### src/rtl/inst_encoder_rv32_pkg.sv
// ---------------------------------------------------------------------------
// inst_encoder_rv32_pkg
// Shared ISA definitions for the RV32 instruction encoder:
//   - rv_uop micro-op enumeration and one-hot OP_*_VEC subset masks
//   - opcode / funct constants used to build R-type and I-type words
//   - canonical NOP word substituted for illegal requests
// ---------------------------------------------------------------------------
package inst_encoder_rv32_pkg;

  localparam int UOP_VEC_W = 16;

  typedef enum logic [3:0] {
    OP_NOP  = 4'd0,
    OP_ADD  = 4'd1,
    OP_MUL  = 4'd2,
    OP_LW   = 4'd3,
    OP_SW   = 4'd4,
    OP_JAL  = 4'd5,
    OP_JR   = 4'd6,
    OP_BNE  = 4'd7,
    OP_CSRR = 4'd8,
    OP_CSRW = 4'd9
  } rv_uop;

  localparam logic [UOP_VEC_W-1:0] OP_ADD_VEC  = UOP_VEC_W'(1) << OP_ADD;
  localparam logic [UOP_VEC_W-1:0] OP_MUL_VEC  = UOP_VEC_W'(1) << OP_MUL;
  localparam logic [UOP_VEC_W-1:0] OP_LW_VEC   = UOP_VEC_W'(1) << OP_LW;
  localparam logic [UOP_VEC_W-1:0] OP_SW_VEC   = UOP_VEC_W'(1) << OP_SW;
  localparam logic [UOP_VEC_W-1:0] OP_JAL_VEC  = UOP_VEC_W'(1) << OP_JAL;
  localparam logic [UOP_VEC_W-1:0] OP_JR_VEC   = UOP_VEC_W'(1) << OP_JR;
  localparam logic [UOP_VEC_W-1:0] OP_BNE_VEC  = UOP_VEC_W'(1) << OP_BNE;
  localparam logic [UOP_VEC_W-1:0] OP_CSRR_VEC = UOP_VEC_W'(1) << OP_CSRR;
  localparam logic [UOP_VEC_W-1:0] OP_CSRW_VEC = UOP_VEC_W'(1) << OP_CSRW;

  // TinyRV1 instruction subset
  localparam logic [UOP_VEC_W-1:0] p_tinyrv1 =
    OP_ADD_VEC | OP_MUL_VEC | OP_LW_VEC | OP_SW_VEC | OP_JAL_VEC |
    OP_JR_VEC  | OP_BNE_VEC | OP_CSRR_VEC | OP_CSRW_VEC;

  localparam logic [6:0] OPC_OP     = 7'b0110011;
  localparam logic [6:0] OPC_OP_IMM = 7'b0010011;
  localparam logic [6:0] F7_MUL     = 7'b0000001;
  localparam logic [6:0] F7_ADD     = 7'b0000000;
  localparam logic [2:0] F3_ADD     = 3'b000;

  localparam logic [31:0] RV_NOP = 32'h0000_0013;

  function automatic logic [UOP_VEC_W-1:0] uop_vec(input rv_uop u);
    return UOP_VEC_W'(1) << u;
  endfunction

endpackage

### src/rtl/encoder_fifo_rv32.sv
// ---------------------------------------------------------------------------
// encoder_fifo_rv32
// Val/rdy FIFO holding encoded words {inst_err, inst}.
//   clk, rst_n          : clock, asynchronous active-low reset
//   enq_val/rdy/data    : write side (full FIFO accepts when a dequeue occurs)
//   deq_val/rdy/data    : read side (data forced to 0 while empty)
// Storage is not reset; only pointers and occupancy are.
// ---------------------------------------------------------------------------
module encoder_fifo_rv32 #(
  parameter int p_depth = 2,
  parameter int p_width = 33
) (
  input  logic               clk,
  input  logic               rst_n,
  input  logic               enq_val,
  output logic               enq_rdy,
  input  logic [p_width-1:0] enq_data,
  output logic               deq_val,
  input  logic               deq_rdy,
  output logic [p_width-1:0] deq_data
);

  localparam int PTR_W = (p_depth > 1) ? $clog2(p_depth) : 1;
  localparam int CNT_W = $clog2(p_depth + 1);

  logic [p_width-1:0] mem_q [p_depth];
  logic [p_width-1:0] mem_d [p_depth];
  logic [PTR_W-1:0]   wr_ptr_q, wr_ptr_d;
  logic [PTR_W-1:0]   rd_ptr_q, rd_ptr_d;
  logic [CNT_W-1:0]   count_q, count_d;
  logic               enq_fire;
  logic               deq_fire;

  always_comb begin
    deq_val  = (count_q != '0);
    enq_rdy  = (count_q != CNT_W'(p_depth)) | (deq_val & deq_rdy);
    enq_fire = enq_val & enq_rdy;
    deq_fire = deq_val & deq_rdy;
    // Empty FIFO presents zeros rather than stale storage
    deq_data = deq_val ? mem_q[rd_ptr_q] : '0;
  end

  always_comb begin
    mem_d    = mem_q;
    wr_ptr_d = wr_ptr_q;
    rd_ptr_d = rd_ptr_q;
    count_d  = count_q;
    if (enq_fire) begin
      mem_d[wr_ptr_q] = enq_data;
      // Power-of-two depth: pointer wraps naturally
      wr_ptr_d = wr_ptr_q + PTR_W'(1);
    end
    if (deq_fire) begin
      rd_ptr_d = rd_ptr_q + PTR_W'(1);
    end
    case ({enq_fire, deq_fire})
      2'b10:   count_d = count_q + CNT_W'(1);
      2'b01:   count_d = count_q - CNT_W'(1);
      default: count_d = count_q;
    endcase
  end

  always_ff @(posedge clk or negedge rst_n) begin
    if (!rst_n) begin
      wr_ptr_q <= '0;
      rd_ptr_q <= '0;
      count_q  <= '0;
    end else begin
      wr_ptr_q <= wr_ptr_d;
      rd_ptr_q <= rd_ptr_d;
      count_q  <= count_d;
    end
  end

  always_ff @(posedge clk) begin
    mem_q <= mem_d;
  end

endmodule

### src/rtl/inst_encoder_rv32.sv
// ---------------------------------------------------------------------------
// inst_encoder_rv32
// Encodes micro-op requests into RV32 instruction words and buffers them.
//   clk, rst_n                 : clock, asynchronous active-low reset
//   req_val/req_rdy            : request handshake
//   req_uop/rd/rs1/rs2/imm     : micro-op fields (imm is sign-extended)
//   req_op2_sel                : 1 = immediate operand, 0 = register
//   inst_val/inst_rdy          : encoded-word handshake
//   inst, inst_err             : encoded word, 1 when it is a substituted NOP
//   err_count                  : saturating count of illegal requests taken
// Illegal requests are accepted and replaced by RV_NOP with inst_err=1.
// ---------------------------------------------------------------------------
module inst_encoder_rv32
  import inst_encoder_rv32_pkg::*;
#(
  parameter logic [UOP_VEC_W-1:0] p_isa_subset = p_tinyrv1,
  parameter int                   p_depth      = 2
) (
  input  logic        clk,
  input  logic        rst_n,
  input  logic        req_val,
  output logic        req_rdy,
  input  rv_uop       req_uop,
  input  logic [4:0]  req_rd,
  input  logic [4:0]  req_rs1,
  input  logic [4:0]  req_rs2,
  input  logic [31:0] req_imm,
  input  logic        req_op2_sel,
  output logic        inst_val,
  input  logic        inst_rdy,
  output logic [31:0] inst,
  output logic        inst_err,
  output logic [7:0]  err_count
);

  logic signed [31:0] imm_s;
  logic               imm_fits;
  logic               encodable;
  logic               illegal;
  logic [31:0]        enc_word;
  logic [32:0]        enq_data;
  logic [32:0]        deq_data;
  logic               enq_fire;
  logic [7:0]         err_count_q, err_count_d;

  function automatic logic [7:0] sat_inc(input logic [7:0] v);
    return (v == 8'hFF) ? v : v + 8'd1;
  endfunction

  // Encode stage: purely combinational on the request fields
  always_comb begin
    imm_s     = req_imm;
    imm_fits  = (imm_s >= -32'sd2048) && (imm_s <= 32'sd2047);
    encodable = 1'b0;
    enc_word  = RV_NOP;
    case (req_uop)
      OP_ADD: begin
        encodable = 1'b1;
        if (req_op2_sel)
          enc_word = {req_imm[11:0], req_rs1, F3_ADD, req_rd, OPC_OP_IMM};
        else
          enc_word = {F7_ADD, req_rs2, req_rs1, F3_ADD, req_rd, OPC_OP};
      end
      OP_MUL: begin
        encodable = 1'b1;
        enc_word  = {F7_MUL, req_rs2, req_rs1, F3_ADD, req_rd, OPC_OP};
      end
      default: begin
        encodable = 1'b0;
        enc_word  = RV_NOP;
      end
    endcase
    illegal = ((p_isa_subset & uop_vec(req_uop)) == '0)
            | ((req_uop == OP_MUL) & req_op2_sel)
            | (req_op2_sel & ~imm_fits)
            | ~encodable;
    enq_data = illegal ? {1'b1, RV_NOP} : {1'b0, enc_word};
  end

  // Buffer stage: FIFO tail is written with the encoded word
  encoder_fifo_rv32 #(
    .p_depth (p_depth),
    .p_width (33)
  ) u_fifo (
    .clk      (clk),
    .rst_n    (rst_n),
    .enq_val  (req_val),
    .enq_rdy  (req_rdy),
    .enq_data (enq_data),
    .deq_val  (inst_val),
    .deq_rdy  (inst_rdy),
    .deq_data (deq_data)
  );

  always_comb begin
    enq_fire    = req_val & req_rdy;
    err_count_d = (enq_fire & illegal) ? sat_inc(err_count_q) : err_count_q;
    inst        = deq_data[31:0];
    inst_err    = deq_data[32];
    err_count   = err_count_q;
  end

  always_ff @(posedge clk or negedge rst_n) begin
    if (!rst_n) err_count_q <= '0;
    else        err_count_q <= err_count_d;
  end

endmodule
### config.mk
export PLATFORM = sky130hd
export DESIGN_NAME = inst_encoder_rv32
export DESIGN_NICKNAME = d
export VERILOG_FILES = /design/src/rtl/inst_encoder_rv32_pkg.sv /design/src/rtl/encoder_fifo_rv32.sv /design/src/rtl/inst_encoder_rv32.sv
export SDC_FILE = /design/constraint.sdc
export NUM_CORES = 1
export LEC_CHECK = 0
export CORE_MARGIN = 3
export CORE_UTILIZATION = 41
export DETAILED_ROUTE_END_ITERATION = 10
export HOLD_SLACK_MARGIN = 0.05
export PLACE_DENSITY = 0.78
export SYNTH_ARGS = -nofsm -noshare
export SYNTH_HDL_FRONTEND = slang
export SYNTH_SLANG_ARGS = --single-unit
### constraint.sdc
create_clock -name clk -period 2.2 [get_ports clk]
set_clock_uncertainty 0.05 [all_clocks]
set_input_delay 0.44 -clock clk [delete_from_list [all_inputs] [get_ports clk]]
set_output_delay 0.44 -clock clk [all_outputs]
set_load 0.05 [all_outputs]
==> results of run 1 <==
placed cells by master (no fill, tap or decap), types with 4 or more instances in the layout:
master | synthesis | routed
nand3_1 | 6 | 6
edfxtp_1 | 48 | 48
clkdlybuf4s50_1 | 0 | 63
xor2_1 | 5 | 5
nor4_1 | 5 | 5
conb_1 | 1 | 6
and3_1 | 12 | 12
buf_12 | 0 | 28
and2_1 | 11 | 11
dfrtp_1 | 12 | 12
mux2i_1 | 24 | 24
nand2_1 | 5 | 5
nand4_1 | 4 | 4
buf_4 | 9 | 19
xnor2_1 | 8 | 8
nor2_1 | 37 | 35
inv_1 | 5 | 5
a22oi_1 | 5 | 5
clkbuf_8 | 0 | 9
report_power, final:
| group | switching, uW | internal [uW] |
|---|---|---|
| combinational | 2000 | 1470 |
| clock | 410 | 628 |
| sequential | 162 | 1520 |
flip-flops by register name, indices dropped and copies added (netlist names):
signal,flops
u_fifo.wr_ptr_q,1
u_fifo.rd_ptr_q,1
u_fifo.count_q,2
u_fifo.mem_q,48
err_count,8
Yosys cell counts, drive strengths merged:
master and count:
edfxtp 48, nor2 37, mux2i 24, and2 12, and3 12, buf 12
dfrtp 12, xnor2 8, nand2 7, nand3 6, a22oi 5, clkbuf 5
inv 5, nor4 5, xor2 5, nand4 4, and4 3, nor3 3
a21oi 2, ha 2, a221oi 1, a32oi 1, conb 1, mux2 1
nor2b 1, nor3b 1, nor4b 1, o2bb2a 1, o2bb2ai 1, or4 1
final timing paths:
kind	from	end	cells after the start
max	err_count[3]$_DFFE_PN0P_	err_count[3]	1
min	rst_n	err_count[1]$_DFFE_PN0P_	1
max reg2reg	err_count[0]$_DFFE_PN0P_	err_count[2]$_DFFE_PN0P_	7
min reg2reg	err_count[7]$_DFFE_PN0P_	err_count[7]$_DFFE_PN0P_	1
max in group asynchronous	rst_n	u_fifo.wr_ptr_q$_DFFE_PN0P_	1
min in group clk	err_count[7]$_DFFE_PN0P_	err_count[7]$_DFFE_PN0P_	1
layer usage:
| layer | vias to the layer above | GRT usage, % | share of wire [%] |
|---|---|---|---|
| li1 | 1034 | - | - |
| met1 | 1002 | 20.45 | 40 |
| met2 | 91 | 29.54 | 51 |
| met3 | 11 | 4.240 | 7.3 |
| met4 | 0 | 8.931 | 1.9 |
| met5 | - | 0 | 0 |
final cells by class:
| type | count | area share, % |
|---|---|---|
| Sequential cell | 60 | 39.52 |
| Timing Repair Buffer | 110 | 30.27 |
| Multi-Input combinational cell | 150 | 22.91 |
| Clock buffer | 10 | 2.896 |
| Tap cell | 77 | 2.186 |
| Clock inverter | 6 | 1.789 |
| Inverter | 5 | 0.4259 |
kinds of logic (layout without fill, tap and decap cells):
kind of cell / Yosys count / after routing / share of synthesized area, %
and+or+nand+nor: 93 / 93 / 17.44
xor gates and xnor gates: 13 / 13 / 3.988
other: 1 / 6 / 0.1313
buffers and inverters: 22 / 131 / 4.469
adders and majority gates: 2 / 2 / 0.8763
DFF: 60 / 60 / 61.00
muxes: 25 / 25 / 8.808
AOI/OAI and AO/OA: 11 / 11 / 3.287
stage by stage:
stage	area [sq um]	setup TNS (ns)
4_1_cts	4407	0
2_1_floorplan	2877	0
3_5_place_dp	4200	-5.061
3_3_place_gp	4200	-2.362
6_report	4407	0
5_1_grt	4407	0
==> metrics.cfg, run 1 <==
[floorplanning]
start_util_pct=43.72
core-area_sq_um=6531
die_area_sq_um=8001
fp.dieW_um=89.45
dieHeight_um=89.45
ios=99
rows=29

[routing]
post_drt_wl_per_cell_um=15.39
antenna_left=0
drc=0
num_vias=2138
drt_iter0_markers=109
firstDrtPassIters=4
wl_um=6434
via_per_inst=5.115

[clock_tree]
path_clk_slew_ns=0.06
clock_path_buffers=2
clk_latency_ns=0.33
cts_root_buf=clkbuf_8
post-cts-setup-buffers=0
htree_levels=3
cts_tree=yes
cts_made_buffers=9
cts_sinks=60
cts_hold_buf=0
post_cts_resized=0

[critical_path]
path_buf_inv=1
critPathKind=reg -> out
reg2reg_slack_ns=0.23
worstPathCellList=clkdlybuf4s50_1
cp-start-kind=flip-flop
crit_family=buffers and inverters
slowest_stage=clkdlybuf4s50_1
worst_path_largest_cell_delay_ns=0.85
arrival_ns=1.63
cp-end-kind=output port
crit_path_max_fanout=6
worstPathRequired_ns=1.71

[grt]
grt_max_degree=27
grt-ovfl-total=0
antenna_found_initial=0
first_global_vias=2186
grt_use_total_pct=17.40
grt_pass1_wl_um=10200

[placed_design]
gp_congestion=0.7649
portBuffers=92
dp.cells=402
dpl.hpwl_um=4748
dp_slack_ns=-0.1873

[power]
power_uw=6196
vdd_drop_max_mv=0.7841
leakage_uw=0.001812
power_density_nw_per_um2=1406

[yosys]
synth_top_cell_by_area=edfxtp_1
postSynthCellCount=227
avgSynthCellArea_sq_um=12.58
synth.distinct_cells=37
synth_area_sq_um=2855
yosysSeqAreaShare_pct=61.00
ys_warn_count=0
synth-seq-cells=60
yosysTopAreaCellShare_pct=50.48
synth_area_leaders=edfxtp_1 50%, dfrtp_1 11%, mux2i_1 8.4%

[final_layout]
area_delta_synth_final_pct=54.34
final_util_pct=67.47
stdcell_count=418
multi_input_area_sq_um=1010
drive_gt1_share_pct=20.82
final-seq-area_sq_um=1742
nNetsFinal=394
n_fill_cell=452
diodes=0

[timing]
finalHoldViolCount=0
relSlewSlack_pct=57.73
fin_crit_sh_pct=96.25
fin_crit_ns=2.117
slew_violations=0
rsz0062_at_grt=false
holdWs_ns=0.4175
fin_ws_ns=0.08259
worst-slew-pin-transition_ns=0.6292
max_freq_ghz=0.4723
finalSetupViolCount=0

[job]
max_cap_viol_count=0

[min_path]
hp-class=in -> async

[outcome]
outcome=finished clean

Note: power is estimated with default switching activity, not from simulation.
==> run 2, diff against run 1 <==
--- a/config.mk
+++ b/config.mk
@@ -8,7 +8,6 @@
 export CORE_MARGIN = 3
 export CORE_UTILIZATION = 41
 export DETAILED_ROUTE_END_ITERATION = 10
-export HOLD_SLACK_MARGIN = 0.05
 export PLACE_DENSITY = 0.78
 export SYNTH_ARGS = -nofsm -noshare
 export SYNTH_HDL_FRONTEND = slang
==> results of run 2 <==
No change in the layout: final DEF, timing and power equal those of run 1.
==> run 3, diff against run 2 <==
--- a/config.mk
+++ b/config.mk
@@ -12,3 +12,4 @@
 export SYNTH_ARGS = -nofsm -noshare
 export SYNTH_HDL_FRONTEND = slang
 export SYNTH_SLANG_ARGS = --single-unit
+export TNS_END_PERCENT = 100
==> results of run 3 <==
No change in the layout: final DEF, timing and power equal those of run 1.
